File: src/rtl/key_encoder_pkg.sv
// key_encoder_pkg
//   Shared types and helpers for the keypad front end.
//   state_e     : debounce/repeat FSM states.
//   code_w_min  : smallest code width able to index NKEYS key lines.
package key_encoder_pkg;

  typedef enum logic [2:0] {
    IDLE,
    DEB,
    HELD,
    REP,
    REL
  } state_e;

  function automatic int unsigned code_w_min(input int unsigned nkeys);
    int unsigned w;
    w = 1;
    while ((32'd1 << w) < nkeys) w = w + 1;
    return w;
  endfunction

endpackage

File: src/rtl/key_encoder_tick_div.sv
// tick_div
//   Free-running mod-DIV counter producing the keypad timebase.
//   clk    in  : system clock
//   resetn in  : asynchronous active-low reset
//   tick   out : registered one-cycle pulse, high in the cycle after the
//                counter wraps from DIV-1 to 0 (first pulse DIV cycles
//                after reset release)
module tick_div #(
  parameter int unsigned DIV = 100
) (
  input  logic clk,
  input  logic resetn,
  output logic tick
);

  localparam int unsigned CW = (DIV > 1) ? $clog2(DIV) : 1;
  localparam logic [CW-1:0] LAST = CW'(DIV - 1);

  logic [CW-1:0] cnt_q, cnt_d;
  logic          tick_q;
  logic          wrap;

  assign wrap  = (cnt_q == LAST);
  assign cnt_d = wrap ? '0 : cnt_q + 1'b1;

  always_ff @(posedge clk or negedge resetn) begin
    if (!resetn) begin
      cnt_q  <= '0;
      tick_q <= 1'b0;
    end else begin
      cnt_q  <= cnt_d;
      tick_q <= wrap;
    end
  end

  assign tick = tick_q;

endmodule

File: src/rtl/key_encoder.sv
// key_encoder
//   Keypad front end: synchronises and priority-encodes NKEYS active-high
//   key lines, debounces the selected key, emits one event per press plus
//   optional typematic repeats over valid/ready, and provides the divided
//   timebase tick.
//   clk      in  : system clock
//   resetn   in  : asynchronous active-low reset
//   key      in  : raw asynchronous key lines (lowest index has priority)
//   enablen  in  : active-low keypad enable
//   code     out : key index of the pending event
//   valid    out : event pending
//   ready    in  : consumer accepts when valid && ready
//   loadn    out : low while a debounced key is held
//   tick     out : one-cycle pulse every DIV cycles
//   pgt_1Hz  out : tick when disabled, else one pulse per loaded event
//   overflow out : sticky, an event was dropped
module key_encoder
  import key_encoder_pkg::*;
#(
  parameter int unsigned NKEYS     = 10,
  parameter int unsigned CODE_W    = 4,
  parameter int unsigned DEBOUNCE  = 16,
  parameter int unsigned DIV       = 100,
  parameter int unsigned REP_DELAY = 50,
  parameter int unsigned REP_RATE  = 10
) (
  input  logic              clk,
  input  logic              resetn,
  input  logic [NKEYS-1:0]  key,
  input  logic              enablen,
  output logic [CODE_W-1:0] code,
  output logic              valid,
  input  logic              ready,
  output logic              loadn,
  output logic              tick,
  output logic              pgt_1Hz,
  output logic              overflow
);

  if (NKEYS < 2) begin : g_bad_nkeys
    $error("key_encoder: NKEYS must be at least 2");
  end
  if (CODE_W < code_w_min(NKEYS)) begin : g_bad_code_w
    $error("key_encoder: CODE_W too narrow for NKEYS");
  end
  if (DEBOUNCE < 1) begin : g_bad_debounce
    $error("key_encoder: DEBOUNCE must be at least 1");
  end
  if (DIV < 2) begin : g_bad_div
    $error("key_encoder: DIV must be at least 2");
  end
  if (REP_RATE < 1) begin : g_bad_rep_rate
    $error("key_encoder: REP_RATE must be at least 1");
  end

  localparam int unsigned DCW  = (DEBOUNCE > 1) ? $clog2(DEBOUNCE) : 1;
  localparam int unsigned RMAX = (REP_DELAY > REP_RATE) ? REP_DELAY : REP_RATE;
  localparam int unsigned RCW  = (RMAX > 1) ? $clog2(RMAX) : 1;
  localparam logic [DCW-1:0] D_LAST  = DCW'(DEBOUNCE - 1);
  localparam logic [RCW-1:0] RD_LAST = (REP_DELAY == 0) ? '0 : RCW'(REP_DELAY - 1);
  localparam logic [RCW-1:0] RR_LAST = RCW'(REP_RATE - 1);

  logic [NKEYS-1:0]  sync1_q, sync2_q;
  logic [CODE_W-1:0] enc_idx;
  logic              any_key;
  state_e            state_q, state_d;
  logic [CODE_W-1:0] idx_q, idx_d;
  logic [DCW-1:0]    dcnt_q, dcnt_d;
  logic [RCW-1:0]    rcnt_q, rcnt_d;
  logic              emit_q, emit_d;
  logic [CODE_W-1:0] code_q, code_d;
  logic              valid_q, valid_d;
  logic              ovf_q, ovf_d;
  logic              pgt_q, pgt_d;
  logic              tick_w;

  tick_div #(.DIV(DIV)) u_tick_div (
    .clk    (clk),
    .resetn (resetn),
    .tick   (tick_w)
  );

  // Stage 0: two-flop synchroniser on the raw key lines
  always_ff @(posedge clk or negedge resetn) begin
    if (!resetn) begin
      sync1_q <= '0;
      sync2_q <= '0;
    end else begin
      sync1_q <= key;
      sync2_q <= sync1_q;
    end
  end

  // Lowest set index wins: scan downwards so the last hit is the lowest.
  always_comb begin
    enc_idx = '0;
    for (int i = int'(NKEYS) - 1; i >= 0; i--) begin
      if (sync2_q[i]) enc_idx = CODE_W'(i);
    end
  end

  assign any_key = ~enablen & (|sync2_q);

  // Stage 1: debounce / hold / repeat / release FSM
  always_comb begin
    state_d = state_q;
    idx_d   = idx_q;
    dcnt_d  = dcnt_q;
    rcnt_d  = rcnt_q;
    emit_d  = 1'b0;
    unique case (state_q)
      IDLE: begin
        if (any_key) begin
          state_d = DEB;
          idx_d   = enc_idx;
          dcnt_d  = '0;
        end
      end
      DEB: begin
        if (!any_key) begin
          state_d = IDLE;
        end else if (enc_idx != idx_q) begin
          idx_d  = enc_idx;
          dcnt_d = '0;
        end else if (dcnt_q == D_LAST) begin
          state_d = HELD;
          emit_d  = 1'b1;
          rcnt_d  = '0;
        end else begin
          dcnt_d = dcnt_q + 1'b1;
        end
      end
      HELD: begin
        // A different key while held must go through a full release.
        if (!any_key || (enc_idx != idx_q)) begin
          state_d = REL;
          dcnt_d  = '0;
        end else if ((REP_DELAY != 0) && tick_w) begin
          if (rcnt_q == RD_LAST) begin
            state_d = REP;
            rcnt_d  = '0;
            emit_d  = 1'b1;
          end else begin
            rcnt_d = rcnt_q + 1'b1;
          end
        end
      end
      REP: begin
        if (!any_key || (enc_idx != idx_q)) begin
          state_d = REL;
          dcnt_d  = '0;
        end else if (tick_w) begin
          if (rcnt_q == RR_LAST) begin
            rcnt_d = '0;
            emit_d = 1'b1;
          end else begin
            rcnt_d = rcnt_q + 1'b1;
          end
        end
      end
      REL: begin
        if (any_key) begin
          dcnt_d = '0;
        end else if (dcnt_q == D_LAST) begin
          state_d = IDLE;
        end else begin
          dcnt_d = dcnt_q + 1'b1;
        end
      end
      default: state_d = IDLE;
    endcase
  end

  always_ff @(posedge clk or negedge resetn) begin
    if (!resetn) begin
      state_q <= IDLE;
      idx_q   <= '0;
      dcnt_q  <= '0;
      rcnt_q  <= '0;
      emit_q  <= 1'b0;
    end else begin
      state_q <= state_d;
      idx_q   <= idx_d;
      dcnt_q  <= dcnt_d;
      rcnt_q  <= rcnt_d;
      emit_q  <= emit_d;
    end
  end

  // Stage 2: one-deep output register; a blocked event is dropped
  always_comb begin
    code_d  = code_q;
    valid_d = valid_q;
    ovf_d   = ovf_q;
    pgt_d   = 1'b0;
    if (emit_q) begin
      if (!valid_q || ready) begin
        code_d  = idx_q;
        valid_d = 1'b1;
        pgt_d   = 1'b1;
      end else begin
        ovf_d = 1'b1;
      end
    end else if (valid_q && ready) begin
      valid_d = 1'b0;
    end
  end

  always_ff @(posedge clk or negedge resetn) begin
    if (!resetn) begin
      code_q  <= '0;
      valid_q <= 1'b0;
      ovf_q   <= 1'b0;
      pgt_q   <= 1'b0;
    end else begin
      code_q  <= code_d;
      valid_q <= valid_d;
      ovf_q   <= ovf_d;
      pgt_q   <= pgt_d;
    end
  end

  assign code     = code_q;
  assign valid    = valid_q;
  assign overflow = ovf_q;
  assign loadn    = ~((state_q == HELD) || (state_q == REP));
  assign tick     = tick_w;
  assign pgt_1Hz  = enablen ? tick_w : pgt_q;

endmodule
File: config.mk
export PLATFORM = sky130hd
export DESIGN_NAME = key_encoder
export DESIGN_NICKNAME = d
export VERILOG_FILES = /design/src/rtl/key_encoder_pkg.sv /design/src/rtl/key_encoder_tick_div.sv /design/src/rtl/key_encoder.sv
export SDC_FILE = /design/constraint.sdc
export NUM_CORES = 1
export LEC_CHECK = 0
export ABC_AREA = 1
export BUFFER_PORTS_ARGS = -buffer_cell sky130_fd_sc_hd__buf_2
export CAP_MARGIN = 40
export CORE_ASPECT_RATIO = 1.2
export CORE_MARGIN = 5
export CORE_UTILIZATION = 45
export CTS_CLUSTER_SIZE = 8
export DETAILED_ROUTE_END_ITERATION = 10
export GPL_TIMING_DRIVEN = 0
export PLACE_DENSITY = 0.63
export SLEW_MARGIN = 5
export SYNTH_ARGS = -nofsm -noshare
export SYNTH_HDL_FRONTEND = slang
export SYNTH_SLANG_ARGS = --single-unit
File: constraint.sdc
create_clock -name clk -period 2.83 [get_ports clk]
set_clock_uncertainty 0.15 [all_clocks]
set_input_delay 0.283 -clock clk [delete_from_list [all_inputs] [get_ports clk]]
set_output_delay 0.283 -clock clk [all_outputs]
set_load 0.005 [all_outputs]
==> impl_metrics.csv, run 1 <==
group,metric,value,unit
worst_setup_path,r2r_start,"dcnt_q[0]$_DFFE_PN0P_",
flow_run,max_cap_viol_count,0,
logic_synthesis,avgSynthCellArea,8.956,sq um
worst_setup_path,cp-start-kind,"flop",
logic_synthesis,ys_seq_elements,53,
timing,fin_crit,2.264,ns
logic_synthesis,netlist_area,2499,sq um
grt,antenna_found_initial,0,
status,status,"finished, final reports clean",
cells_and_area,layout-drive-gt1-share,18.38,%
routing,first_pass_iters,4,
pwr,leakagePower,0.001399,uW
pwr,switchingPower,741.7,uW
worst_setup_path,cp.depth,9,
pwr,seqPwrFrac,44.0,%
grt,gr-usage-all-layers,13.47,%
worst_setup_path,rr_endpoint,"rcnt_q[5]$_DFFE_PN0P_",
floorplanning,floorplan.initialDensity,46.84,%
worst_setup_path,cpMaxStageDelayCell,"dfrtp_1",
worst_setup_path,worstPathArrival,2.31,ns
timing,worstMarginPinSlew,0.8207,ns
worst_setup_path,worstPathRequired,2.88,ns
worst_setup_path,critPathMaxStageDelay,0.44,ns
grt,grt_pass1_wl,7886,microns
logic_synthesis,synth_cell_type_count,36,
floorplanning,die-area,7149,sq um
floorplanning,core,5334,sq um
clocking,cts_root_buf,"clkbuf_8",
timing,setup_tns,0,ns
clocking,clkSlewWorstSetupHoldPaths,0.11,ns
timing,slew_violations,0,
grt,grt_remaining_overflow,0,
placed_design,placed_area,2706,sq um
routing,vias,1866,
clocking,ctsLongestPathBuffers,2,
cells_and_area,antenna_cells,0,
timing,setup-violations-final,0,
worst_setup_path,crit_start,"dcnt_q[0]$_DFFE_PN0P_",
pwr,p_clk_share,23.4,%
clocking,clkLatencyLatePin,0.31,ns
pwr,power_density,674.8,nW/um^2
cells_and_area,nets,338,
logic_synthesis,yosysTopAreaCell,"dfrtp_1",
timing,max_freq,441.8,MHz
cells_and_area,final_area,2914,sq um
routing,ant_nets,0,
placed_design,detailed_place_hpwl,3298,microns
pwr,switching_share,37.72,%
placed_design,port_buffers,22,
worst_hold_path,hp-class,"in -> reg",
routing,drt_wl_total,4386,microns
worst_setup_path,reg2reg_setup_slack,0.57,ns
pwr,vdd_drop_max,0.3320,mV
worst_setup_path,critPathBufInv,0,
worst_setup_path,crit_type,"reg -> reg",
clocking,numCtsBuffers,5,
pwr,pwr-share-comb,32.5,%
worst_setup_path,r2r_cells,9,
grt,grt_max_degree,38,
pwr,p_int,1225,uW
logic_synthesis,yosysWarnings,0,
timing,rsz0062_at_grt,"false",
worst_setup_path,cp_top_family,"simple AND/OR/NAND/NOR gates",
floorplanning,die_x,78.02,microns
cells_and_area,area_growth,16.62,%
routing,wl_per_cell,11.45,microns
clocking,htreeDepth,2,
logic_synthesis,syn_nets,297,
routing,vias_per_cell,4.872,
timing,fin_crit_sh,79.99,%
logic_synthesis,synthCells,279,
clocking,cts_num_sinks,53,
worst_setup_path,crit_chain,"ha_1 > nand2_1 > nor2_1 > nor2_1 > or3_4 > a21oi_4 > nand2_4 > nand2_1 > o21ai_2",
timing,hold_violations,0,
placed_design,gp_congestion,0.8414,
timing,max_slew_margin,44.78,%
worst_setup_path,critPathMaxFanout,9,
clocking,cts_tree,"built",
floorplanning,pin_count,23,
grt,grt_pass1_vias,1807,
floorplanning,chipHeight,91.63,microns
logic_synthesis,ys_seq_area_share,53.08,%
cells_and_area,nFillCells,488,
routing,drt_iter0_drc,81,
floorplanning,rows,29,
logic_synthesis,synth.area.top_cells,"dfrtp_1, nand2_1, inv_1",
pwr,p_total,1966,uW
cells_and_area,fin_util,54.63,%
worst_hold_path,holdCritStartpoint,"ready",
worst_setup_path,endpoint_kind,"flop",
logic_synthesis,synth_top_area_share,53.08,%
routing,drc,0,
worst_setup_path,endpoint,"rcnt_q[5]$_DFFE_PN0P_",
## worst min-delay path: stages
cell	delay (ns)
buf_2	0.07
inv_1	0.03
nand2_1	0.08
nand2_1	0.05
## flip-flops by register name, indices dropped and copies added (netlist names)
signal            count
u_tick_div.cnt_q      7
sync2_q              10
state_q               3
overflow              1
u_tick_div.tick       1
dcnt_q                4
sync1_q              10
pgt_q                 1
rcnt_q                6
emit_q                1
code                  4
idx_q                 4
valid                 1
## layout make-up
type / instances / area [sq um] / area share [%]
Multi-Input combinational cell: 188 / 1030 / 35.34
Sequential cell: 53 / 1326 / 45.51
Tap cell: 62 / 77.57 / 2.662
Clock buffer: 5 / 68.82 / 2.362
Clock inverter: 3 / 28.78 / 0.9875
Timing Repair Buffer: 34 / 240.2 / 8.244
Inverter: 38 / 142.6 / 4.895
## cell usage in the layout (no fill, tap or decap), types with 2 or more instances in the layout
cell type and n:
nor3_1 3, o21ai_2 4, ha_1 4, nor4_1 3
clkbuf_8 5, buf_2 22, o21ai_0 11, nand3_1 19
dlygate4sd3_1 11, xor2_1 5, nand4_1 2, nor2_4 2
inv_2 3, a21oi_1 7, o211ai_1 2, o21bai_1 2
dfrtp_1 53, o21ai_1 5, nand2_1 67, nand2_2 5
inv_1 35, nor2_1 26, xnor2_1 2, nor2_2 3
a21oi_4 2
## logic make-up after synthesis
group | Yosys count | share of synthesized area [%]
compound gates | 36 | 9.864
xor+xnor | 7 | 2.454
fa+ha+maj | 4 | 2.003
buf+inv | 38 | 5.709
flops | 53 | 53.08
mux | 1 | 0.4506
simple gates | 140 | 26.44
## how the worst min path moves through the flow
| stage | endpoint | slack, ns | cells after the start |
|---|---|---|---|
| 6_report | valid$_DFFE_PN0P_ | 0.08 | 4 |
| 5_1_grt | valid$_DFFE_PN0P_ | 0.13 | 4 |
| 4_1_cts | valid$_DFFE_PN0P_ | 0.07 | 4 |
| 3_5_place_dp | code[2]$_DFFE_PN0P_ | 0.09 | 1 |
| 3_3_place_gp | sync2_q[3]$_DFF_PN0_ | 0.18 | 0 |
| 2_1_floorplan | code[0]$_DFFE_PN0P_ | -0.16 | 0 |
## synthesized netlist by cell type, drive strengths merged
cell type  count
nand2         73
dfrtp         53
inv           38
nor2          31
nand3         21
o21ai         20
a21oi          9
xor2           5
ha             4
nand4          3
nor3           3
nor4           3
o21bai         3
o211ai         2
xnor2          2
a311oi         1
a31oi          1
and2           1
and3           1
mux2           1
nand3b         1
or2            1
or3            1
or3b           1
## metrics by stage
stage,setup WS [ns],hold WS [ns],std cells
2_1_floorplan,0.8228,-0.1626,279
3_3_place_gp,0.6148,0.1824,363
3_5_place_dp,0.5758,0.09203,364
4_1_cts,0.5588,0.06979,383
5_1_grt,0.4515,0.1295,383
6_report,0.5664,0.07679,383
## power by group through the flow
stage / clock (uW) / combinational, uW / sequential, uW
6_report: 461 / 640 / 866
3_5_place_dp: 0 / 635 / 881
3_3_place_gp: 0 / 626 / 878
4_1_cts: 479 / 649 / 866
2_1_floorplan: 0 / 503 / 868
5_1_grt: 514 / 723 / 874
## routing by layer
layer | share of wire, % | vias up | wire length, microns | track usage, %
li1 | - | 985 | - | -
met1 | 46 | 849 | 2034 | 16.40
met2 | 48 | 25 | 2109 | 23.33
met3 | 3.6 | 7 | 158 | 2.353
met4 | 1.9 | 0 | 84 | 5.634
met5 | 0 | - | 0 | 0
## what timing repair did
item,in CTS,in global routing
setup buffers,0,0
resized for setup,0,0
endpoints found under the hold margin,26,0
hold buffers,11,0
endpoints found under the setup margin,0,0
(Power assumes the default switching activity.)
==> inputs of run 2 (changes only) <==
--- a/config.mk
+++ b/config.mk
@@ -5,7 +5,7 @@
 export SDC_FILE = /design/constraint.sdc
 export NUM_CORES = 1
 export LEC_CHECK = 0
-export ABC_AREA = 1
+export ABC_AREA = 0
 export BUFFER_PORTS_ARGS = -buffer_cell sky130_fd_sc_hd__buf_2
 export CAP_MARGIN = 40
 export CORE_ASPECT_RATIO = 1.2
@@ -14,7 +14,7 @@
 export CTS_CLUSTER_SIZE = 8
 export DETAILED_ROUTE_END_ITERATION = 10
 export GPL_TIMING_DRIVEN = 0
-export PLACE_DENSITY = 0.63
+export PLACE_DENSITY = 0.66
 export SLEW_MARGIN = 5
 export SYNTH_ARGS = -nofsm -noshare
 export SYNTH_HDL_FRONTEND = slang
==> constraint.sdc (replaced) <==
create_clock -name clk -period 1.85 [get_ports clk]
set_clock_uncertainty 0.15 [all_clocks]
set_input_delay 0.185 -clock clk [delete_from_list [all_inputs] [get_ports clk]]
set_output_delay 0.185 -clock clk [all_outputs]
set_load 0.005 [all_outputs]
==> impl_metrics.csv, run 2 <==
group,metric,value,unit
grt,gr-usage-all-layers,14.29,%
timing,rsz0062_at_grt,"true",
clocking,ctsLongestPathBuffers,2,
routing,ant_nets,0,
clocking,cts_root_buf,"clkbuf_8",
worst_hold_path,holdPathStages,3,
clocking,cts_num_sinks,53,
pwr,p_clk_share,28.0,%
worst_setup_path,critPathMaxFanout,5,
placed_design,port_buffers,22,
timing,fin_crit_sh,138.5,%
clocking,clkLatencyLatePin,0.31,ns
placed_design,dp.cells,306,
routing,drc,0,
floorplanning,floorplan.initialDensity,46.02,%
grt,grt_max_degree,29,
clocking,htreeDepth,2,
worst_setup_path,crit_type,"reg -> reg",
floorplanning,die-area,6912,sq um
routing,drt_iter0_drc,109,
cells_and_area,layout_common_cells,"dfrtp_1, nor2_1, buf_2",
placed_design,detailed_place_hpwl,2932,microns
logic_synthesis,yosysWarnings,0,
clocking,numCtsBuffers,5,
floorplanning,pin_count,23,
pwr,pwr-share-comb,18.6,%
timing,max_slew_margin,59.04,%
logic_synthesis,synth_commonest_cells,"dfrtp_1, nor2_1, nand2_1",
timing,slew_violations,0,
worst_setup_path,worstPathRequired,1.93,ns
logic_synthesis,synth.area.top_cells,"dfrtp_1, mux2_2, nor2_1",
cells_and_area,layout-drive-gt1-share,29.96,%
pwr,seqPwrFrac,53.4,%
timing,worstMarginPinSlew,0.6115,ns
cells_and_area,final_common_cell,"dfrtp_1",
worst_setup_path,crit_start,"sync2_q[2]$_DFF_PN0_",
timing,setup-violations-final,19,
pwr,power_density,780.5,nW/um^2
worst_setup_path,r2r_start,"sync2_q[2]$_DFF_PN0_",
grt,grt_pass1_wl,8314,microns
cells_and_area,nets,294,
logic_synthesis,synth_cell_type_count,51,
flow_run,max_cap_viol_count,0,
pwr,switching_share,28.73,%
routing,first_pass_iters,5,
cells_and_area,fin_util,58.76,%
cells_and_area,instances_no_fill,339,
timing,fin_ws,-0.7125,ns
pwr,leakagePower,0.001350,uW
floorplanning,die_x,76.74,microns
cells_and_area,antenna_cells,0,
pwr,switchingPower,688.6,uW
grt,antenna_found_initial,0,
timing,hold_violations,0,
status,violations,"setup timing",
routing,drt_wl_total,4723,microns
pwr,vdd_drop_max,0.4869,mV
timing,fin_crit,2.563,ns
routing,wl_per_cell,13.93,microns
logic_synthesis,synthMostInstantiatedCell,"dfrtp_1",
logic_synthesis,netlist_area,2405,sq um
logic_synthesis,synth-edff-count,0,
grt,grt_pass1_vias,1838,
worst_setup_path,r2r_cells,8,
cells_and_area,area_growth,27.68,%
floorplanning,rows,29,
worst_setup_path,endpoint_kind,"flop",
floorplanning,chipHeight,90.08,microns
worst_setup_path,worstPathArrival,2.64,ns
routing,vias,1868,
logic_synthesis,avgSynthCellArea,10.88,sq um
worst_setup_path,cp-start-kind,"flop",
status,status,"finished with violations",
clocking,clkSlewWorstSetupHoldPaths,0.10,ns
pwr,p_int,1708,uW
placed_design,gp_congestion,0.7571,
logic_synthesis,ys_seq_elements,53,
worst_hold_path,hp-class,"in -> reg",
logic_synthesis,async_flop_share,100.0,%
logic_synthesis,synthCells,221,
timing,max_freq,390.2,MHz
routing,vias_per_cell,5.510,
logic_synthesis,syn_nets,239,
logic_synthesis,ys.flop_type,"dfrtp_1",
logic_synthesis,ys_seq_area_share,55.15,%
logic_synthesis,synth_top_area_share,55.15,%
logic_synthesis,yosysTopAreaCell,"dfrtp_1",
clocking,cts_tree,"built",
cells_and_area,reg.largest.list,"sync1_q x10, sync2_q x10, u_tick_div.cnt_q x7",
worst_hold_path,holdCritStartpoint,"ready",
floorplanning,core,5225,sq um
grt,grt_remaining_overflow,0,
[run 2: changes by cell type in the layout (fill, tap and decap cells not counted), sizes merged, moves of 4 or more]
cell | before | now
a211oi | 0 | 4
buf | 23 | 39
clkbuf | 5 | 9
inv | 40 | 9
mux2 | 1 | 8
nand2 | 73 | 14
nand2b | 0 | 6
nand3 | 21 | 12
nor2 | 31 | 24
o21ai | 20 | 11
o31ai | 0 | 4
xor2 | 5 | 1
[run 2: layer usage]
| layer | GRT usage, % | wire length [microns] | vias to the layer above |
|---|---|---|---|
| li1 | - | - | 915 |
| met2 | 23.23 | 2437 | 44 |
| met4 | 6.706 | 89 | 0 |
| met3 | 3.300 | 194 | 8 |
| met5 | 0 | 0 | - |
| met1 | 17.82 | 2002 | 901 |
[run 2: logic make-up (layout without fill, tap and decap cells)]
group           after synthesis  after routing  share of synthesized area [%]
compound gates               53             53                          15.04
xor+xnor                      3              3                          1.093
fa+ha+maj                     4              4                          2.081
buf+inv                      14             70                          2.653
mux                          10             10                          4.579
flops                        53             53                          55.15
simple gates                 84             84                          19.41
[run 2: final cells by class]
type                       instances  area (sq um)
fill                             439          2155
inverter                           8         30.03
timing repair buffer              48         349.1
sequential                        53          1326
clock buffer                       5         68.82
buffer                             6         37.54
clock inverter                     3         26.28
tap                               62         77.57
multi-input combinational        154          1155
[run 2: power by group through the flow]
| stage | registers, uW | clock network, uW | logic (uW) |
|---|---|---|---|
| after floorplan | 1280 | 0 | 219 |
| after global placement | 1300 | 0 | 290 |
| after CTS | 1280 | 703 | 399 |
| after detailed placement | 1300 | 0 | 298 |
| after global routing | 1290 | 738 | 491 |
| final | 1280 | 671 | 446 |
[run 2: metrics by stage]
step                TNS, ns  setup WS (ns)  power [uW]  hold slack (ns)  instance area, sq um
floorplan            -9.438        -0.6598        1499          -0.2606                  2415
global placement     -15.58         -1.011        1586           0.1424                  2603
detailed placement   -15.47         -1.022        1595          0.07291                  2623
CTS                  -10.23        -0.6809        2378          0.01804                  3013
global route         -13.00        -0.8306        2521          0.06153                  3070
finish               -11.04        -0.7125        2396          0.02310                  3070
[run 2: worst paths after layout]
path / to / slack, ns
max: rcnt_q[4]$_DFFE_PN0P_ / -0.71
min: valid$_DFFE_PN0P_ / 0.02
max reg2reg: rcnt_q[4]$_DFFE_PN0P_ / -0.71
min reg2reg: sync2_q[1]$_DFF_PN0_ / 0.21
max in group asynchronous: dcnt_q[1]$_DFFE_PN0P_ / 0.76
min in group asynchronous: sync1_q[5]$_DFF_PN0_ / 0.25
[run 2: what timing repair did]
item	CTS	global route
endpoints found under the hold margin	35	0
pin swaps	14	4
endpoints found under the setup margin	18	19
gates cloned	0	0
gates resized for setup	22	10
setup buffers	12	2
hold buffers	11	0
[run 2: worst max-delay path: stages (launching register included)]
cell and delay, ns:
dfrtp_1 0.41, or4_4 0.55, o32a_1 0.32, o311a_4 0.13, nor3_4 0.17, buf_6 0.16, nand3_4 0.09, or2_4 0.29
o31ai_2 0.21
==> inputs of run 3 (changes only) <==
--- a/config.mk
+++ b/config.mk
@@ -8,13 +8,15 @@
 export ABC_AREA = 0
 export BUFFER_PORTS_ARGS = -buffer_cell sky130_fd_sc_hd__buf_2
 export CAP_MARGIN = 40
+export CELL_PAD_IN_SITES_DETAIL_PLACEMENT = 1
+export CELL_PAD_IN_SITES_GLOBAL_PLACEMENT = 2
 export CORE_ASPECT_RATIO = 1.2
-export CORE_MARGIN = 5
-export CORE_UTILIZATION = 45
+export CORE_MARGIN = 2
+export CORE_UTILIZATION = 35
 export CTS_CLUSTER_SIZE = 8
 export DETAILED_ROUTE_END_ITERATION = 10
 export GPL_TIMING_DRIVEN = 0
-export PLACE_DENSITY = 0.66
+export PLACE_DENSITY = 0.75
 export SLEW_MARGIN = 5
 export SYNTH_ARGS = -nofsm -noshare
 export SYNTH_HDL_FRONTEND = slang
==> impl_metrics.csv, run 3 (synthesis gave the netlist of run 2 again) <==
group,metric,value,unit
status,status,"finished with violations",
status,violations,"setup timing",
clocking,cts_root_buf,"clkbuf_8",
placed_design,placed_area,2654,sq um
routing,drc,0,
cells_and_area,layout_common_cells,"dfrtp_1, nor2_1, buf_2",
routing,first_pass_iters,4,
routing,vias_per_cell,5.195,
worst_hold_path,hp-class,"in -> reg",
timing,max_freq,389.3,MHz
clocking,clkLatencyLatePin,0.31,ns
routing,vias,1891,
cells_and_area,final_common_cell,"dfrtp_1",
cells_and_area,reg.largest.list,"sync1_q x10, sync2_q x10, u_tick_div.cnt_q x7",
placed_design,detailed_place_hpwl,3597,microns
worst_setup_path,r2r_start,"sync2_q[3]$_DFF_PN0_",
grt,grt_max_degree,35,
pwr,p_clk_share,28.6,%
pwr,leakagePower,0.001360,uW
clocking,clkSlewWorstSetupHoldPaths,0.10,ns
worst_setup_path,endpoint_kind,"flop",
clocking,ctsLongestPathBuffers,2,
cells_and_area,antenna_cells,0,
clocking,htreeDepth,2,
timing,slew_violations,0,
timing,fin_ws,-0.7185,ns
cells_and_area,area_growth,30.54,%
clocking,cts_num_sinks,53,
timing,hold_violations,0,
floorplanning,floorplan.initialDensity,35.73,%
pwr,pwr-share-comb,19.5,%
grt,grt_pass1_wl,9487,microns
timing,setup_tns,-11.09,ns
placed_design,post-place-ws,-1.123,ns
floorplanning,die-area,7553,sq um
routing,drt_iter0_drc,104,
timing,fin_crit_sh,138.8,%
floorplanning,rows,33,
timing,rsz0062_at_grt,"true",
worst_hold_path,holdCritStartpoint,"ready",
worst_setup_path,critPathMaxFanout,5,
worst_setup_path,worstPathArrival,2.66,ns
worst_setup_path,crit_start,"sync2_q[3]$_DFF_PN0_",
cells_and_area,nets,294,
timing,max_slew_margin,62.97,%
pwr,power_density,785.7,nW/um^2
grt,gr-usage-all-layers,16.20,%
cells_and_area,layout-drive-gt1-share,30.69,%
grt,grt_pass1_vias,1998,
worst_setup_path,cp-start-kind,"flop",
pwr,switching_share,29.77,%
floorplanning,chipHeight,94.80,microns
clocking,cts_tree,"built",
worst_setup_path,worstPathRequired,1.94,ns
floorplanning,die_x,79.67,microns
worst_setup_path,crit_type,"reg -> reg",
flow_run,max_cap_viol_count,0,
grt,antenna_found_initial,0,
placed_design,gp_congestion,0.8423,
timing,setup-violations-final,18,
grt,grt_remaining_overflow,0,
pwr,switchingPower,734.3,uW
clocking,numCtsBuffers,5,
routing,ant_nets,0,
timing,worstMarginPinSlew,0.5554,ns
pwr,vdd_drop_max,0.4683,mV
floorplanning,core,6730,sq um
cells_and_area,final_area,3139,sq um
pwr,seqPwrFrac,51.9,%
placed_design,port_buffers,22,
pwr,p_int,1732,uW
timing,fin_crit,2.568,ns
routing,wl_per_cell,15.01,microns
routing,drt_wl_total,5465,microns
floorplanning,pin_count,23,
-- run 3: final timing paths --
path                                    endpoint  slack [ns]  cells after the start
max in group asynchronous   sync2_q[2]$_DFF_PN0_        0.78                      3
hold / removal                 valid$_DFFE_PN0P_        0.03                      3
hold reg to reg             sync2_q[6]$_DFF_PN0_        0.21                      0
setup reg to reg           dcnt_q[0]$_DFFE_PN0P_       -0.72                      9
min in group asynchronous    code[1]$_DFFE_PN0P_        0.22                      2
setup / recovery           dcnt_q[0]$_DFFE_PN0P_       -0.72                      9
-- run 3: timing repair --
action                                 CTS  global route
pin swaps                               14             6
setup endpoints to repair               19            19
resized for setup                       25            17
hold buffers                            11             0
buffers inserted                        12             2
endpoints found under the hold margin   29             0
-- run 3: worst max-delay path: stages, from the launching register on --
cell,delay [ns]
dfrtp_1,0.41
or4_4,0.58
o32a_1,0.32
o311a_4,0.13
nor3_4,0.17
buf_6,0.15
buf_4,0.11
a31o_4,0.19
nand3_1,0.13
mux2i_1,0.16
-- run 3: power by group through the flow --
stage          clock network [uW]  logic [uW]  registers [uW]
2_1_floorplan                   0         219            1280
3_3_place_gp                    0         302            1300
3_5_place_dp                    0         312            1300
4_1_cts                       733         439            1280
5_1_grt                       782         527            1290
6_report                      705         482            1280
-- run 3: per-layer routing --
metal	part of all wire [%]	vias to the layer above	wire length, microns	GRT usage, %
met4	1.3	0	71	5.747
li1	-	917	-	-
met2	50	27	2752	27.45
met3	3.0	5	164	2.868
met1	45	942	2476	20.79
met5	0	-	0	0
-- run 3: layout make-up --
cell class	instances	area (sq um)
plain buffers	6	37.54
flip-flops and latches	53	1328
inverters	8	30.03
fillers	760	3591
well taps	87	108.9
multi-input cells	154	1181
repair buffers	48	356.6
clock buffers	5	68.82
clock inverters	3	28.78
-- run 3: through the flow --
| step | power (uW) | instances | hold slack (ns) | util, % |
|---|---|---|---|---|
| after global placement | 1601 | 330 | 0.1435 | 39.13 |
| after global routing | 2601 | 364 | 0.02717 | 46.64 |
| after CTS | 2451 | 362 | 0.01008 | 45.55 |
| after floorplan | 1499 | 221 | -0.2606 | - |
| final | 2466 | 364 | 0.02744 | 46.64 |
| after detailed placement | 1612 | 331 | 0.04509 | 39.43 |
